File: src/rtl/axi_burst_master.sv
// Single-outstanding AXI4 INCR burst initiator.
// Bridges a command/stream interface onto the five AXI channels.
module axi_burst_master #(
  parameter int ID_WIDTH     = 4,
  parameter int ADDR_WIDTH   = 4,
  parameter int DATA_WIDTH   = 16,
  parameter int BRESP_WIDTH  = 3,
  parameter int STROBE_WIDTH = DATA_WIDTH/8
) (
  input  logic                    clk,
  input  logic                    rst_n,

  input  logic                    cmd_valid,
  output logic                    cmd_ready,
  input  logic                    cmd_write,
  input  logic [ID_WIDTH-1:0]     cmd_id,
  input  logic [ADDR_WIDTH-1:0]   cmd_addr,
  input  logic [7:0]              cmd_len,
  input  logic [2:0]              cmd_size,

  input  logic                    wr_data_valid,
  output logic                    wr_data_ready,
  input  logic [DATA_WIDTH-1:0]   wr_data,
  input  logic [STROBE_WIDTH-1:0] wr_strb,

  output logic                    rd_data_valid,
  input  logic                    rd_data_ready,
  output logic [DATA_WIDTH-1:0]   rd_data,
  output logic                    rd_last,

  output logic                    done,
  output logic [BRESP_WIDTH-1:0]  done_resp,
  output logic                    done_err,

  output logic                    m_axi_awvalid,
  output logic [ID_WIDTH-1:0]     m_axi_awid,
  output logic [ADDR_WIDTH-1:0]   m_axi_awaddr,
  output logic [7:0]              m_axi_awlen,
  output logic [2:0]              m_axi_awsize,
  output logic [1:0]              m_axi_awburst,
  input  logic                    m_axi_awready,

  output logic                    m_axi_wvalid,
  output logic [DATA_WIDTH-1:0]   m_axi_wdata,
  output logic [STROBE_WIDTH-1:0] m_axi_wstrb,
  output logic                    m_axi_wlast,
  input  logic                    m_axi_wready,

  output logic                    m_axi_bready,
  input  logic                    m_axi_bvalid,
  input  logic [ID_WIDTH-1:0]     m_axi_bid,
  input  logic [BRESP_WIDTH-1:0]  m_axi_bresp,

  output logic                    m_axi_arvalid,
  output logic [ID_WIDTH-1:0]     m_axi_arid,
  output logic [ADDR_WIDTH-1:0]   m_axi_araddr,
  output logic [7:0]              m_axi_arlen,
  output logic [2:0]              m_axi_arsize,
  output logic [1:0]              m_axi_arburst,
  input  logic                    m_axi_arready,

  output logic                    m_axi_rready,
  input  logic                    m_axi_rvalid,
  input  logic [ID_WIDTH-1:0]     m_axi_rid,
  input  logic [DATA_WIDTH-1:0]   m_axi_rdata,
  input  logic [BRESP_WIDTH-1:0]  m_axi_rresp,
  input  logic                    m_axi_rlast
);

  localparam logic [2:0] S_IDLE = 3'd0;
  localparam logic [2:0] S_AW   = 3'd1;
  localparam logic [2:0] S_W    = 3'd2;
  localparam logic [2:0] S_B    = 3'd3;
  localparam logic [2:0] S_AR   = 3'd4;
  localparam logic [2:0] S_R    = 3'd5;

  localparam logic [1:0] BURST_INCR = 2'b01;

  logic [2:0]             state_q;
  logic [2:0]             state_d;
  logic                   alive_q;
  logic [ID_WIDTH-1:0]    id_q;
  logic [ADDR_WIDTH-1:0]  addr_q;
  logic [7:0]             len_q;
  logic [2:0]             size_q;
  logic [7:0]             cnt_q;
  logic [BRESP_WIDTH-1:0] resp_q;
  logic                   err_q;
  logic                   done_q;
  logic [BRESP_WIDTH-1:0] done_resp_q;
  logic                   done_err_q;

  logic st_idle;
  logic st_aw;
  logic st_w;
  logic st_b;
  logic st_ar;
  logic st_r;

  logic                   cmd_fire;
  logic                   w_fire;
  logic                   b_fire;
  logic                   r_fire;
  logic                   r_end;
  logic                   last_beat;
  logic                   r_beat_err;
  logic [BRESP_WIDTH-1:0] r_resp_sel;

  assign st_idle = (state_q == S_IDLE);
  assign st_aw   = (state_q == S_AW);
  assign st_w    = (state_q == S_W);
  assign st_b    = (state_q == S_B);
  assign st_ar   = (state_q == S_AR);
  assign st_r    = (state_q == S_R);

  // cmd_ready is held off until the first clock after reset release
  assign cmd_ready = alive_q & st_idle;

  assign cmd_fire  = cmd_valid & cmd_ready;
  assign last_beat = (cnt_q == len_q);
  assign w_fire    = st_w & wr_data_valid & m_axi_wready;
  assign b_fire    = st_b & m_axi_bvalid;
  assign r_fire    = st_r & m_axi_rvalid & rd_data_ready;
  assign r_end     = r_fire & (m_axi_rlast | last_beat);

  assign r_beat_err = (m_axi_rid != id_q)
                    | (m_axi_rlast != last_beat);
  assign r_resp_sel = (resp_q != '0) ? resp_q : m_axi_rresp;

  assign m_axi_awvalid = st_aw;
  assign m_axi_awid    = id_q;
  assign m_axi_awaddr  = addr_q;
  assign m_axi_awlen   = len_q;
  assign m_axi_awsize  = size_q;
  assign m_axi_awburst = st_aw ? BURST_INCR : 2'b00;

  assign m_axi_arvalid = st_ar;
  assign m_axi_arid    = id_q;
  assign m_axi_araddr  = addr_q;
  assign m_axi_arlen   = len_q;
  assign m_axi_arsize  = size_q;
  assign m_axi_arburst = st_ar ? BURST_INCR : 2'b00;

  assign m_axi_wvalid  = st_w & wr_data_valid;
  assign wr_data_ready = st_w & m_axi_wready;
  assign m_axi_wdata   = st_w ? wr_data : '0;
  assign m_axi_wstrb   = st_w ? wr_strb : '0;
  assign m_axi_wlast   = st_w & last_beat;

  assign m_axi_bready  = st_b;

  assign rd_data_valid = st_r & m_axi_rvalid;
  assign m_axi_rready  = st_r & rd_data_ready;
  assign rd_data       = st_r ? m_axi_rdata : '0;
  assign rd_last       = st_r & m_axi_rlast;

  assign done      = done_q;
  assign done_resp = done_resp_q;
  assign done_err  = done_err_q;

  always_comb begin
    state_d = state_q;
    unique case (1'b1)
      st_idle: if (cmd_fire)
                 state_d = cmd_write ? S_AW : S_AR;
      st_aw:   if (m_axi_awready) state_d = S_W;
      st_w:    if (w_fire && last_beat)
                 state_d = S_B;
      st_b:    if (m_axi_bvalid) state_d = S_IDLE;
      st_ar:   if (m_axi_arready) state_d = S_R;
      st_r:    if (r_end) state_d = S_IDLE;
      default: state_d = S_IDLE;
    endcase
  end

  always_ff @(posedge clk or negedge rst_n) begin
    if (!rst_n) begin
      state_q     <= S_IDLE;
      alive_q     <= 1'b0;
      id_q        <= '0;
      addr_q      <= '0;
      len_q       <= '0;
      size_q      <= '0;
      cnt_q       <= '0;
      resp_q      <= '0;
      err_q       <= 1'b0;
      done_q      <= 1'b0;
      done_resp_q <= '0;
      done_err_q  <= 1'b0;
    end else begin
      alive_q <= 1'b1;
      state_q <= state_d;
      done_q  <= 1'b0;
      if (cmd_fire) begin
        id_q   <= cmd_id;
        addr_q <= cmd_addr;
        len_q  <= cmd_len;
        size_q <= cmd_size;
        cnt_q  <= '0;
        resp_q <= '0;
        err_q  <= 1'b0;
      end
      if (w_fire) begin
        cnt_q <= cnt_q + 8'd1;
      end
      if (b_fire) begin
        done_q      <= 1'b1;
        done_resp_q <= m_axi_bresp;
        done_err_q  <= (m_axi_bid != id_q);
      end
      if (r_fire) begin
        cnt_q <= cnt_q + 8'd1;
        err_q <= err_q | r_beat_err;
        if (resp_q == '0)
          resp_q <= m_axi_rresp;
      end
      // early rlast or missing rlast both end the burst as errors
      if (r_end) begin
        done_q      <= 1'b1;
        done_resp_q <= r_resp_sel;
        done_err_q  <= err_q | r_beat_err;
      end
    end
  end

endmodule

File: config.mk
export PLATFORM = sky130hd
export DESIGN_NAME = axi_burst_master
export DESIGN_NICKNAME = d
export VERILOG_FILES = /design/src/rtl/axi_burst_master.sv
export SDC_FILE = /design/constraint.sdc
export NUM_CORES = 1
export LEC_CHECK = 0
export ABC_CLOCK_PERIOD_IN_PS = 2500
export CAP_MARGIN = 15
export CORE_MARGIN = 10
export CORE_UTILIZATION = 35
export DETAILED_ROUTE_END_ITERATION = 16
export PLACE_DENSITY = 0.77
export SYNTH_ARGS = -nofsm -noshare
export SYNTH_HDL_FRONTEND = slang
export SYNTH_SLANG_ARGS = --single-unit
File: constraint.sdc
create_clock -name clk -period 2.5 [get_ports clk]
set_input_delay 0.25 -clock clk [delete_from_list [all_inputs] [get_ports clk]]
set_output_delay 0.25 -clock clk [all_outputs]
set_load 0.02 [all_outputs]
# --- Yosys cells after proc, flatten, opt, wreduce, memory -nomap -nowiden ---
# Cells that the tools add are included.
totals:
  regBits: 40
  input_bits: 79
  out_inout_bits: 91
  word_cells: 79
op_classes:
  n_addsub: 1
  n_eq_ne: 15
  n_mux: 28
  n_bitwise: 15
  reduce_logical: 8
ops:
  columns: ["op", "count"]
  rows:
  - ["$mux 3", 13]
  - ["$mux 16", 2]
  - ["$mux 8", 3]
  - ["$pmux 3 s6", 1]
  - ["$and 1x1->1", 12]
  - ["$add 8x1->8 const B", 1]
  - ["$eq 8x8->1", 1]
  - ["$mux 1", 8]
  - ["$ne 4x4->1", 2]
  - ["$eq 3x2->1 const B", 2]
  - ["$eq 3x3->1 const B", 2]
  - ["$logic_not 3->1", 2]
  - ["$ne 2x1->1 const B", 3]
  - ["$ne 2x2->1 const B", 3]
  - ["$reduce_and 6->1", 1]
  - ["$reduce_bool 3->1", 2]
  - ["$reduce_bool 2->1", 2]
  - ["$eq 3x1->1 const B", 1]
  - ["$or 1x1->1", 3]
  - ["$mux 2", 1]
  - ["$logic_and 1x1->1", 1]
  - ["$ne 1x1->1", 1]

# --- Logic depth before layout (Yosys ltp) ---
# Gate-level depths: netlist of the first run.
logic_depth:
  depth_word: 6
  mapped_depth: 7

# --- Worst setup path before layout of the first run ---
# Ideal clock, no wire load.
synth_path:
  path_type: "register to register"
  startpoint: "register len_q[4] (netlist: m_axi_arlen[4])"
  endpoint: "register done_err_q (netlist: done_err)"
  arrival_ps: 1756
  t_required_ps: 2364
  setup_slack_ps: 608
  path_stages_with_launch: 8
  synth_period_minus_slack_ps: 1892
  path_cell_list: "dfrtp_1 xor2_1 nor4_1 nand2_1 ha_1 or2_0 buf_2 mux2i_1"
synth_between:
  elab_chain_len: 5
  word_cells_on_any_way: 8
  classes_between: "eq/ne (2); mux (1); bitwise (4); reduce/logical (1)"
synth_rtl:
  columns: ["item", "line", "rtl"]
  rows:
  - ["start, declared", "84", "logic [7:0] len_q;"]
  - ["start signal, assigned", "197", "len_q <= cmd_len;"]
  - ["$eq 8x8->1 (*)", "120", "assign last_beat = (cnt_q == len_q);"]
  - ["$ne 1x1->1", "127", "| (m_axi_rlast != last_beat);"]
  - ["$or 1x1->1", "127", null]
  - ["$or 1x1->1", "221", "done_err_q <= err_q | r_beat_err;"]
  - ["$mux 1", "218", "if (r_end) begin"]
  - ["end signal, assigned", "209", "done_err_q <= (m_axi_bid != id_q);"]
  - ["end signal, assigned", "221", null]
  - ["end, declared", "91", "logic done_err_q;"]
# Every way passes the cells marked *; elsewhere a longest branch is shown, timed or not.
# A chain may end at the register's enable or synchronous reset.

# --- Final worst setup path of the first run ---
layout_path:
  startpoint: "register cnt_q[4]"
  endpoint: "output m_axi_wlast"
layout_between:
  elab_chain_len: 2
layout_rtl:
  columns: ["item", "line", "rtl"]
  rows:
  - ["start, declared", "86", "logic [7:0] cnt_q;"]
  - ["start signal, assigned", "204", "cnt_q <= cnt_q + 8'd1;"]
  - ["start signal, assigned", "212", "cnt_q <= cnt_q + 8'd1;"]
  - ["$eq 8x8->1", "120", null]
  - ["$and 1x1->1", "148", "assign m_axi_wlast = st_w & last_beat;"]
  - ["end, declared", "46", "output logic m_axi_wlast,"]
# No other way between the ends.

==> results of run 1 <==
## cell families (layout without fill, tap and decap cells)
| kind of cell | Yosys count | in the layout | synth area share (%) |
|---|---|---|---|
| buf+inv | 37 | 182 | 10.17 |
| compound gates | 26 | 26 | 6.631 |
| other cells | 2 | 3 | 0.2948 |
| mux | 28 | 28 | 13.70 |
| simple gates | 100 | 100 | 23.43 |
| flops | 40 | 40 | 39.29 |
| fa+ha+maj | 2 | 2 | 0.9822 |
| xor+xnor | 16 | 16 | 5.501 |
## power breakdown
part | internal, uW | switching [uW] | total [uW]
Combinational | 1420 | 1260 | 2680
Clock | 296 | 249 | 544
Sequential | 905 | 310 | 1220
## state kept, by name (all words and copies together), names as in the netlist
name / count
cnt_q: 8
done_resp: 3
m_axi_arlen: 8
done: 1
m_axi_arsize: 3
done_err: 1
state_q: 3
m_axi_araddr: 4
err_q: 1
m_axi_arid: 4
resp_q: 3
alive_q: 1
## metrics by stage
stage                     util [%]  hold slack (ps)  setup slack [ps]  total power, uW
after floorplan                  -           -45.59             607.5             2865
after global placement       57.44            426.9             455.1             3908
after detailed placement     57.44            440.3             375.4             3952
after CTS                    58.99            110.8             111.6             4511
after global routing         58.99            169.8             6.852             4710
final                        58.99            78.27             139.3             4439
## layer usage
metal  wire (um)  share of wire (%)  GRT usage (%)  vias up
met2        3881                 45          23.69      137
met5           0                  0              0        -
li1            -                  -              -     1117
met1        3487                 41          17.40     1051
met3        1107                 13          6.699        6
met4          79               0.92          3.529        0
## worst paths after layout
| path | startpoint | to | slack (ps) |
|---|---|---|---|
| min | rst_n | m_axi_arid[1] | 80 |
| max in group asynchronous | rst_n | m_axi_arsize[0] | 1850 |
| min in group clk | cnt_q[7] | cnt_q[7] | 510 |
| min reg2reg | cnt_q[7] | cnt_q[7] | 510 |
| max | cnt_q[4] | m_axi_wlast | 140 |
| max reg2reg | cnt_q[3] | done_err | 380 |
## critical path, delay by kind of cell (launching register included)
| kind | cells | cell delay [ps] |
|---|---|---|
| and+or+nand+nor | 2 | 590 |
| xor gates and xnor gates | 1 | 180 |
| DFF | 1 | 440 |
| buffers and inverters | 1 | 600 |
## layout by cell type (no fill, tap or decap), types with 8 or more instances in the layout
cell type                         netlist  layout
sky130_fd_sc_hd__clkdlybuf4s50_1        0     165
sky130_fd_sc_hd__and2_1                41      41
sky130_fd_sc_hd__dfrtp_1               40      40
sky130_fd_sc_hd__nand2_1               18      18
sky130_fd_sc_hd__mux2_4                12      12
sky130_fd_sc_hd__nor2_1                 9       9
sky130_fd_sc_hd__xor2_1                 9       9
sky130_fd_sc_hd__mux2i_1                9       9
sky130_fd_sc_hd__a21oi_1                8       8
## final cells by class
cell class | count | share of cell area [%]
repair buffers | 171 | 40.02
multi-input cells | 175 | 30.51
flip-flops and latches | 40 | 23.65
well taps | 99 | 2.926
clock buffers | 5 | 1.626
clock inverters | 3 | 1.005
inverters | 3 | 0.2660
==> results.md, run 1 <==
| Step | Result | Value |
|:---|:---|:---|
| critical path | Nature of the critical path startpoint | flip-flop |
| critical path | Required @ worst endpoint | 2250 ps |
| routing | Via density | 4.659 |
| routing | Starting DRT DRC Count | 119 |
| cells and area | Final layout net count | 477 |
| routing | Remaining design rule violation count | 0 |
| clock tree | CTS tree | yes |
| logic synthesis | Share of synthesized area occupied by flip-flops and latches | 39.29% |
| clock tree | Number of hold-repair buffers added at the cts stage | 0 |
| logic synthesis | Cell area after synthesis | 0.002547 mm^2 |
| floorplan | Num rows | 31 |
| timing | Fraction of the cycle the final worst path needs | 94.43% |
| pwr | Cell leakage power | 0.001823 uW |
| clock tree | Clock buffer depth | 2 |
| critical path | Chain of cells forming the critical path | xor2_1 > nor4_1 > and3_1 > clkdlybuf4s50_1 |
| critical path | Biggest fanout along the worst timing path | 6 |
| pwr | Peak VDD IR | 0.0007381 V |
| timing | Post-route clock skew | 7.442 ps |
| cells and area | Multi-input logic area | 0.001291 mm^2 |
| critical path | Cell at the slowest stage of the critical path | sky130_fd_sc_hd__clkdlybuf4s50_1 |
| global route | Vias in the first global route | 2385 |
| floorplan | Area of the die | 0.01109 mm^2 |
| timing | # setup viols final | 0 |
| logic synthesis | Flop and latch count out of synthesis | 40 |
| critical path | R2R cell count | 6 |
| routing | Number of antenna-violating nets in the routed design | 0 |
| cells and area | Layout cell share with drive strength beyond 1 | 10.08% |
| floorplan | Area inside the core boundary | 0.007176 mm^2 |
| timing | Final Hold Violating Endpoints | 0 |
| global route | Total GRT Usage | 14.68% |
| cells and area | Area Growth Syn to Fin | 66.16% |
| timing | Final Slew Violations | 0 |
| placement | Placer's final routability congestion estimate | 0.8413 |
| floorplan | Die Y | 105.3 um |
| clock tree | Post-CTS setup buffer count | 0 |
| timing | Minimum clock period | 2361 ps |
| floorplan | Starting Density | 35.50% |
| critical path | Longest individual stage delay on the worst path | 600 ps |
| logic synthesis | Average size of a mapped cell | 10.15 um^2 |
| clock tree | Register clock-pin slew on the reported worst setup and hold paths | 80 ps |
| cells and area | Total of fill cells in the finished design | 595 |
| min path | Hold/Removal Path Class | input port to asynchronous set/reset pin |
| clock tree | Clock insertion delay at the later pin of the skew report | 300 ps |
| placement | Count of buffers inserted at the top-level ports | 167 |
| global route | Global-route wire length before repair | 13200 um |
| floorplan | Num ports | 170 |
| global route | Overflow left after global routing | 0 |
| logic synthesis | Synthesized netlist cell count | 251 |
| clock tree | Post-cts gate resize count | 0 |
| logic synthesis | Number of distinct library cells after synthesis | 41 |
| cells and area | Number of standard cells in the layout, taps in and fillers out | 496 |
| logic synthesis | Cell type contributing the most total cell area after synthesis | sky130_fd_sc_hd__dfrtp_1 |
| logic synthesis | Fraction of registers with async set/reset | 100.0% |
| routing | Routed wire per std cell | 17.25 um |
| timing | Max Clock Freq | 423.6 MHz |
| placement | Cell count after placement | 488 |
| logic synthesis | Most frequent cell after synthesis | sky130_fd_sc_hd__and2_1 |
| logic synthesis | Top cells by count, synth | sky130_fd_sc_hd__and2_1 (41), sky130_fd_sc_hd__dfrtp_1 (40), sky130_fd_sc_hd__buf_4 (23), sky130_fd_sc_hd__nand2_1 (18), sky130_fd_sc_hd__mux2_4 (12) |
| critical path | Data arrival time of the critical path | 2110 ps |
| outcome | Run status | completed |
| timing | Transition time of the tightest slew-check pin | 913.1 ps |
| global route | Antenna violations before repair | 0 |
| critical path | Worst setup path category | flip-flop to output pin |
| timing | Max-slew headroom | 39.12% |
| pwr | Power Density | 1049 mW/mm^2 |
| critical path | Capturing element type of the critical path | output pin |
| clock tree | TritonCTS Buffers | 5 |
| logic synthesis | Synthesis Warnings | 0 |
| global route | Pin count of the biggest net entering global routing | 41 |
| timing | Setup_tns | 0 ps |
| cells and area | N_diodes | 0 |
| logic synthesis | Share of the synthesized area in the top cell type | 39.29% |
| logic synthesis | Top area cells in the synthesized netlist | sky130_fd_sc_hd__dfrtp_1 (39%), sky130_fd_sc_hd__and2_1 (10%), sky130_fd_sc_hd__mux2_4 (7.1%), sky130_fd_sc_hd__buf_4 (6.8%), sky130_fd_sc_hd__mux2i_1 (3.5%) |
| clock tree | Depth of the CTS H-tree | 2 |
| floorplan | Die span in x | 105.3 um |
| logic synthesis | Number of flops mapped to enable cells by yosys | 0 |
| cells and area | Seq. cell area | 0.001001 mm^2 |
| flow run | Maximum capacitance violations | 0 |
| clock tree | CTS sink cnt | 40 |
| placement | Half-perimeter wire length after placement | 7121 um |
| routing | 1st-pass router iterations | 4 |
| placement | Placed cell area | 0.004121 mm^2 |
| logic synthesis | Leading register cell type out of synthesis | sky130_fd_sc_hd__dfrtp_1 |
| timing | Setup repair after global routing missed its margin | false |
| clock tree | Root Driver | sky130_fd_sc_hd__clkbuf_8 |
| routing | Total wirelength of the detailed-routed design | 8556 um |
| cells and area | Post-layout instance area | 0.004233 mm^2 |
| routing | Total via count in the routed design | 2311 |
Power figures use the tool's default switching activity.
==> run 2: changes to the inputs <==
--- a/config.mk
+++ b/config.mk
@@ -11,6 +11,7 @@
 export CORE_UTILIZATION = 35
 export DETAILED_ROUTE_END_ITERATION = 16
 export PLACE_DENSITY = 0.77
+export SKIP_LAST_GASP = 1
 export SYNTH_ARGS = -nofsm -noshare
 export SYNTH_HDL_FRONTEND = slang
 export SYNTH_SLANG_ARGS = --single-unit
==> results of run 2 <==
Final layout, timing and power as in run 1 (identical DEF).
